$ cat src/rtl/pll_rst_ctrl.sv
// PLL reset/lock supervisor: pulses PLL reset with bounded retries, then releases three domain
// resets in order once lock is stable. All outputs are registered; lock loss drops domains within 3 edges.
module pll_rst_ctrl #(
   parameter int RST_PULSE_CYC    = 16,
   parameter int LOCK_TIMEOUT_CYC = 50000,
   parameter int STABLE_CYC       = 1024,
   parameter int GAP_CYC          = 8,
   parameter int MAX_RETRY        = 4,
   parameter int CNT_W            = 20
) (
   input  logic       clk,
   input  logic       rst_n,
   input  logic       pll_lock,
   input  logic       soft_rst,
   output logic       pll_rst,
   output logic [2:0] dom_rst_n,
   output logic       ready,
   output logic       fail,
   output logic [2:0] retry_cnt,
   output logic [2:0] state
);

   typedef enum logic [2:0] {
      PLL_RST   = 3'd0,
      WAIT_LOCK = 3'd1,
      STABLE    = 3'd2,
      RELEASE   = 3'd3,
      RUN       = 3'd4,
      FAIL      = 3'd5
   } state_t;

   localparam logic [CNT_W-1:0] RST_LAST    = CNT_W'(RST_PULSE_CYC - 1);
   localparam logic [CNT_W-1:0] TIMEOUT_LAST = CNT_W'(LOCK_TIMEOUT_CYC - 1);
   localparam logic [CNT_W-1:0] STABLE_LAST = CNT_W'(STABLE_CYC - 1);
   localparam logic [CNT_W-1:0] GAP_LAST    = CNT_W'(GAP_CYC - 1);
   localparam logic [2:0]       RETRY_LAST  = 3'(MAX_RETRY - 1);

   state_t           st;
   logic [CNT_W-1:0] cnt;
   logic [1:0]       idx;
   logic             lock_m;
   logic             lock_s;

   assign state = st;

   // pll_lock is asynchronous to clk
   always_ff @(posedge clk or negedge rst_n) begin
      if (!rst_n) begin
         lock_m <= 1'b0;
         lock_s <= 1'b0;
      end else begin
         lock_m <= pll_lock;
         lock_s <= lock_m;
      end
   end

   always_ff @(posedge clk or negedge rst_n) begin
      if (!rst_n) begin
         st        <= PLL_RST;
         pll_rst   <= 1'b1;
         dom_rst_n <= 3'b000;
         ready     <= 1'b0;
         fail      <= 1'b0;
         retry_cnt <= 3'd0;
         cnt       <= '0;
         idx       <= 2'd0;
      end else if (soft_rst) begin
         st        <= PLL_RST;
         pll_rst   <= 1'b1;
         dom_rst_n <= 3'b000;
         ready     <= 1'b0;
         fail      <= 1'b0;
         retry_cnt <= 3'd0;
         cnt       <= '0;
         idx       <= 2'd0;
      end else begin
         case (st)
            PLL_RST: begin
               if (cnt == RST_LAST) begin
                  st      <= WAIT_LOCK;
                  pll_rst <= 1'b0;
                  cnt     <= '0;
               end else begin
                  cnt <= cnt + 1'b1;
               end
            end
            WAIT_LOCK: begin
               if (lock_s) begin
                  st  <= STABLE;
                  cnt <= '0;
               end else if (cnt == TIMEOUT_LAST) begin
                  cnt     <= '0;
                  pll_rst <= 1'b1;
                  if (retry_cnt == RETRY_LAST) begin
                     st   <= FAIL;
                     fail <= 1'b1;
                  end else begin
                     st        <= PLL_RST;
                     retry_cnt <= retry_cnt + 3'd1;
                  end
               end else begin
                  cnt <= cnt + 1'b1;
               end
            end
            STABLE: begin
               // any low sample restarts the stability window with a fresh timeout
               if (!lock_s) begin
                  st  <= WAIT_LOCK;
                  cnt <= '0;
               end else if (cnt == STABLE_LAST) begin
                  st  <= RELEASE;
                  cnt <= '0;
                  idx <= 2'd0;
               end else begin
                  cnt <= cnt + 1'b1;
               end
            end
            RELEASE: begin
               if (!lock_s) begin
                  st        <= PLL_RST;
                  pll_rst   <= 1'b1;
                  dom_rst_n <= 3'b000;
                  ready     <= 1'b0;
                  cnt       <= '0;
               end else if (cnt == GAP_LAST) begin
                  // shifting in ones keeps release strictly ordered bit0 -> bit2
                  dom_rst_n <= {dom_rst_n[1:0], 1'b1};
                  idx       <= idx + 2'd1;
                  cnt       <= '0;
                  if (idx == 2'd2) begin
                     st        <= RUN;
                     ready     <= 1'b1;
                     retry_cnt <= 3'd0;
                  end
               end else begin
                  cnt <= cnt + 1'b1;
               end
            end
            RUN: begin
               if (!lock_s) begin
                  st        <= PLL_RST;
                  pll_rst   <= 1'b1;
                  dom_rst_n <= 3'b000;
                  ready     <= 1'b0;
                  cnt       <= '0;
               end
            end
            FAIL: begin
               pll_rst   <= 1'b1;
               fail      <= 1'b1;
               dom_rst_n <= 3'b000;
               ready     <= 1'b0;
            end
            default: begin
               st      <= PLL_RST;
               pll_rst <= 1'b1;
               cnt     <= '0;
            end
         endcase
      end
   end

endmodule

$ cat config.mk
export PLATFORM = sky130hd
export DESIGN_NAME = pll_rst_ctrl
export DESIGN_NICKNAME = d
export VERILOG_FILES = /design/src/rtl/pll_rst_ctrl.sv
export SDC_FILE = /design/constraint.sdc
export NUM_CORES = 1
export LEC_CHECK = 0
export ABC_CLOCK_PERIOD_IN_PS = 2100
export BUFFER_PORTS_ARGS = -buffer_cell sky130_fd_sc_hd__clkbuf_2
export CAP_MARGIN = 20
export CELL_PAD_IN_SITES_DETAIL_PLACEMENT = 0
export CELL_PAD_IN_SITES_GLOBAL_PLACEMENT = 1
export CORE_ASPECT_RATIO = 0.8
export CORE_MARGIN = 1
export CORE_UTILIZATION = 41
export DETAILED_ROUTE_END_ITERATION = 12
export GPL_ROUTABILITY_DRIVEN = 0
export PLACE_DENSITY = 0.84
export SLEW_MARGIN = 20
export SYNTH_ARGS = -nofsm -noshare
export SYNTH_HDL_FRONTEND = slang
export SYNTH_SLANG_ARGS = --single-unit
export TNS_END_PERCENT = 50
$ cat constraint.sdc
create_clock -name clk -period 2.1 [get_ports clk]
set_input_delay 0.63 -clock clk [delete_from_list [all_inputs] [get_ports clk]]
set_output_delay 0.63 -clock clk [all_outputs]
set_load 0.1 [all_outputs]
-- After elaboration in Yosys (flattened, before gate mapping)
Cells that the tools add are included.
- bits of input ports: 4
- register bits after elaboration: 36
- word-level logic and storage cells: 113
- equal/unequal tests: 29
- mux-type cells: 57
- $add $sub $neg: 3
- reductions and logical operators: 14
- operators by type and width (cell ; number):
    $mux W20 ; 9
    $pmux W20 S6 ; 1
    $mux W3 ; 21
    $ne A3 B3 Y1 const B ; 12
    $add A20 B1 Y20 const B ; 1
    $eq A20 B10 Y1 const B ; 1
    $eq A20 B16 Y1 const B ; 1
    $eq A20 B3 Y1 const B ; 1
    $eq A20 B4 Y1 const B ; 1
    $pmux W3 S6 ; 1
    $ne A4 B4 Y1 const B ; 4
    $mux W1 ; 14
    $reduce_and A7 Y1 ; 2
    $mux W2 ; 5
    $reduce_and A5 Y1 ; 2
    $eq A3 B2 Y1 const B ; 3
    $pmux W3 S3 ; 1
    $reduce_bool A3 Y1 ; 3
    $reduce_and A4 Y1 ; 2
    $eq A3 B3 Y1 const B ; 2
    $pmux W3 S2 ; 1
    $ne A2 B2 Y1 const B ; 2
    $pmux W1 S4 ; 1
    $pmux W2 S2 ; 1
    other kinds (11) ; 11

-- Depth between registers and ports, before layout
- depth in word-level cells: 6
- depth in mapped cells: 9

-- Worst setup path after synthesis
OpenSTA, ideal clock, no wires.
- kind: register to register
- start point: register st[0] (netlist: state[0])
- end point: register cnt[16]
- data arrival time: 2.526 ns
- path buffers: 2
- data required time: 2.018 ns
- setup slack: -0.508 ns
- stages on the path, launching flop included: 9
- cells stage by stage: dfrtp_1 buf_2 inv_2 nor3_2 o311ai_2 a41oi_1 buf_2 a41oi_1 a31oi_1
- cells in the longest elaborated chain, start to end: 3
- RTL lines (element ; RTL line ; RTL):
    start, declared ; 38 ; state_t st;
    start signal, assigned ; 59 ; st <= PLL_RST;
    start signal, assigned ; 68 ; st <= PLL_RST;
    start signal, assigned ; 80 ; st <= WAIT_LOCK;
    $eq A3 B3 Y1 (tied with other cells) ; 77 ; case (st)
    $pmux W20 S6 (tied with other cells) ; 77 ;
    $mux W20 / $reduce_and A2 Y1 (equally long branches) ; - ;
    end signal, assigned ; 84 ; cnt <= cnt + 1'b1;
    end signal, assigned ; 102 ; cnt <= cnt + 1'b1;
    end signal, assigned ; 115 ; cnt <= cnt + 1'b1;
    end, declared ; 39 ; logic [CNT_W-1:0] cnt;
Parallel ways exist; a longest one is shown, timed or not.
A chain may end at the register's enable or synchronous reset.

-- Worst setup path in the final report
- start point: register cnt[11]
- end point: register st[1] (netlist: state[1])
- cells in the longest elaborated chain, start to end: 3
- RTL lines (element ; RTL line ; RTL):
    $eq A20 B10 Y1 (tied with other cells) ; 110 ; end else if (cnt == STABLE_LAST) begin
    $ne A4 B4 Y1 (no line) / $ne A3 B3 Y1 (equally long branches) ; - ;
    $reduce_and A7 Y1 (no line) * ; - ;
    end signal, assigned ; 108 ; st <= WAIT_LOCK;
    end signal, assigned ; 111 ; st <= RELEASE;
    end signal, assigned ; 120 ; st <= PLL_RST;
Every way passes the cells marked *; elsewhere a longest branch is shown, timed or not.

==> results.cfg <==
[logic_synthesis]
synthesis.area_sq_um = 2140
synth.yosys.seq_area_share = 0.4216
yosys.area.top_type_share = 0.4094
number_of_flops_mapped_to_enable_cells_by_yosys = 0
synth_largest_area_cell = sky130_fd_sc_hd__dfrtp_1
yosysUniqueCellTypes = 48
synth-seq-cells = 36
ys_async_sr_fraction = 1.000
syn_area_per_cell_sq_um = 8.423
post_synth_main_area_contributors = sky130_fd_sc_hd__dfrtp_1 (41%), sky130_fd_sc_hd__nand2_1 (6.0%), sky130_fd_sc_hd__a21oi_1 (5.4%)
ys.flop_type = sky130_fd_sc_hd__dfrtp_1
synth_nets = 263
number_of_warnings_reported_in_the_yosys_synthesis_log = 0
synthCells = 254

[floorplan]
core-area_sq_um = 5007
pin_count = 16
die_area_sq_um = 5513
dieWidth_um = 82.77
initial_utilization = 0.4273
dieHeight_um = 66.61
floorplan.rows = 23

[power]
finalPower_mw = 1.303
combinationalPowerShare = 0.091
power.share.switching = 0.2502
net-switching-power_mw = 0.3261
p_leak_nw = 1.226
power_density_nw_per_um2 = 469.0
clock_power_share = 0.367
ir_worst_vdd_mv = 0.4084
power_frac_seq = 0.543
power_report.internal_total_mw = 0.9773

[cells_and_area]
multiInputGateArea_sq_um = 1201
ff_latch_area_sq_um = 914.6
drive_above_1_share = 0.3000
num_antenna_cells = 0
fill_cells = 452
syn2layout_area_growth_pct = 29.88
finish.instance_area_sq_um = 2779
nets = 318

[clock_tree]
tritoncts = built
cts_root_buf = sky130_fd_sc_hd__clkbuf_8
ctsHoldBuffers = 0
deepest_level_of_the_cts_h_tree = 2
cts_max_path_buffers = 2
path_clk_slew_ns = 0.08
tritoncts.num_buffers = 5
clock_latency_of_the_later_clocked_register_in_the_worst_skew_pair_ns = 0.29
clock_sink_count = 36

[sta]
timing.final.crit_share = 1.053
max_clock_freq_ghz = 0.4522
grt_setup_unrepaired = yes
setup_viol_count_final = 7
max_slew_vio_count = 0
tightest_slew_ns = 0.5390
post-route-min-period_ns = 2.212
report.final.hold_viol_count = 0
tns_ns = -0.3505
setup_ws_ns = -0.1115
timing.max_slew.rel_slack = 0.6422
fin_worst_skew_ns = 0.008588

[grt]
globalRoute.totalOverflow = 0
global_route.usage.total = 0.2373
grt_start_max_net_pins = 20
first_global_vias = 1958
grt_pass1_wl_um = 9625
grt_antenna_before_repair = 0

[placed_design]
io_buffer_count = 15
placement.cell_area_sq_um = 2600
place_hpwl_um = 4346

[routing]
avgRoutedWirePerCell_um = 15.87
drt_iter0_drc = 256
routed_via_density = 5.839
drc = 0
vias = 2172
detail_route.first_pass.iterations = 5
wirelength_um = 5905
route.antenna.remaining_nets = 0

[run_status]
violations = setup timing
outcome = finished, violations left

[worst_setup_path]
critPathArrivalTime_ns = 2.37
regToRegSetupSlack_ns = -0.11
worstRegToRegCells = 6
setup.worst_path.start = cnt[11]
startpoint_type = flip-flop
type_of_the_worst_setup_path = flip-flop to flip-flop
worst_r2r_startpoint = cnt[11]
critical_path.reg2reg.endpoint = state[1]
cp-end-kind = flip-flop
crit_fanout = 3
worst_setup_path_endpoint = state[1]
worst_ep_required_time_ns = 2.26

[hold_path]
hold_class = input port to asynchronous set/reset pin

[flow_run]
drv.max_cap_violation_count = 0
[cell type report]
class                           count  share of cell area
Timing Repair Buffer               62              0.1585
Inverter                           17             0.02296
Tap cell                           62             0.02792
Clock inverter                      1            0.001801
Sequential cell                    36              0.3291
Clock buffer                        7             0.02747
Multi-Input combinational cell    187              0.4322
[worst max-delay path, stage by stage (launching register included)]
cell and delay, ns:
sky130_fd_sc_hd__dfrtp_1 0.42, sky130_fd_sc_hd__nor4_4 0.34, sky130_fd_sc_hd__nand4_1 0.25, sky130_fd_sc_hd__o311ai_4 0.33, sky130_fd_sc_hd__nand2_1 0.13, sky130_fd_sc_hd__or3_4 0.35
sky130_fd_sc_hd__o31a_1 0.26
[repair_timing]
action,CTS,global route
setup buffers,1,1
endpoints found under the setup margin,12,29
gates resized for setup,5,12
pin swaps,3,3
[cells in the mapped netlist, drive strengths merged, types with 2 or more instances]
cell type,n
dfrtp,35
nand2,34
a21oi,23
o21ai,17
inv,16
nor2,14
nand3,12
nand4,9
a31oi,8
buf,8
nor3,8
clkbuf,6
and3,5
and4,5
ha,5
nor4,5
nand2b,4
nor2b,4
a41oi,3
nand3b,3
o22ai,3
o311ai,3
or2,3
and2,2
mux2i,2
o211ai,2
o41ai,2
[state kept, by name, indices dropped and copies added, names as in the netlist]
| register | flops |
|---|---|
| cnt | 20 |
| dom_rst_n | 3 |
| fail | 1 |
| idx | 2 |
| lock_m | 1 |
| lock_s | 1 |
| pll_rst | 1 |
| ready | 1 |
| retry_cnt | 3 |
| state | 3 |
[per-stage QoR]
step	worst slack [ns]	std cells	hold WS, ns	util
after floorplan	-0.07746	254	0.3312	-
after global placement	-0.002563	362	0.3444	0.5192
after detailed placement	-0.09275	362	0.3465	0.5192
after CTS	-0.002149	371	0.3127	0.5440
after global routing	-0.1486	372	0.3276	0.5550
final	-0.1115	372	0.2951	0.5550
[cell usage in the layout, fill, tap and decap left out, types with 5 or more instances in the layout]
cell                       synthesis  layout
sky130_fd_sc_hd__clkbuf_2          0      15
sky130_fd_sc_hd__a31oi_1           8       8
sky130_fd_sc_hd__buf_4             0      46
sky130_fd_sc_hd__nor2_1           14      14
sky130_fd_sc_hd__clkbuf_8          0       5
sky130_fd_sc_hd__nand4_1           9       9
sky130_fd_sc_hd__nor3_1            7       7
sky130_fd_sc_hd__nand2_1          34      33
sky130_fd_sc_hd__nand3_1          11      10
sky130_fd_sc_hd__o21ai_0          16      13
sky130_fd_sc_hd__ha_1              5       5
sky130_fd_sc_hd__dfrtp_1          35      29
sky130_fd_sc_hd__a21oi_1          23      22
sky130_fd_sc_hd__inv_1            15      15
sky130_fd_sc_hd__and4_1            5       5
[power by group through the flow]
stage	Sequential [mW]	Clock (mW)	Combinational (mW)
floorplan	0.733	0	0.0493
global placement	0.720	0	0.115
detailed placement	0.721	0	0.116
CTS	0.707	0.485	0.118
global route	0.708	0.518	0.130
finish	0.707	0.478	0.118
[layer usage]
layer | global-route usage | vias up | routed length, um
met5 | 0 | - | 0
met4 | 0.07112 | 0 | 85
met3 | 0.04658 | 12 | 370
met2 | 0.3453 | 83 | 2565
met1 | 0.3498 | 1039 | 2884
li1 | - | 1038 | -
[cells by family (layout without fill, tap and decap cells)]
kind of cell,Yosys count,count (layout),synth area share
simple gates,109,109,0.2690
fa+ha+maj,5,5,0.02924
mux,2,2,0.009357
buf+inv,31,87,0.05906
flops,36,36,0.4216
compound gates,71,71,0.2117
[worst min path at each step]
stage	startpoint	to	slack, ns	cells past startpoint
CTS	rst_n	cnt[17]	0.31	1
global route	rst_n	cnt[11]	0.33	1
floorplan	rst_n	cnt[0]	0.33	0
finish	rst_n	cnt[11]	0.30	1
global placement	lock_m	lock_s	0.34	0
detailed placement	lock_m	lock_s	0.35	0
(Power assumes the default switching activity.)
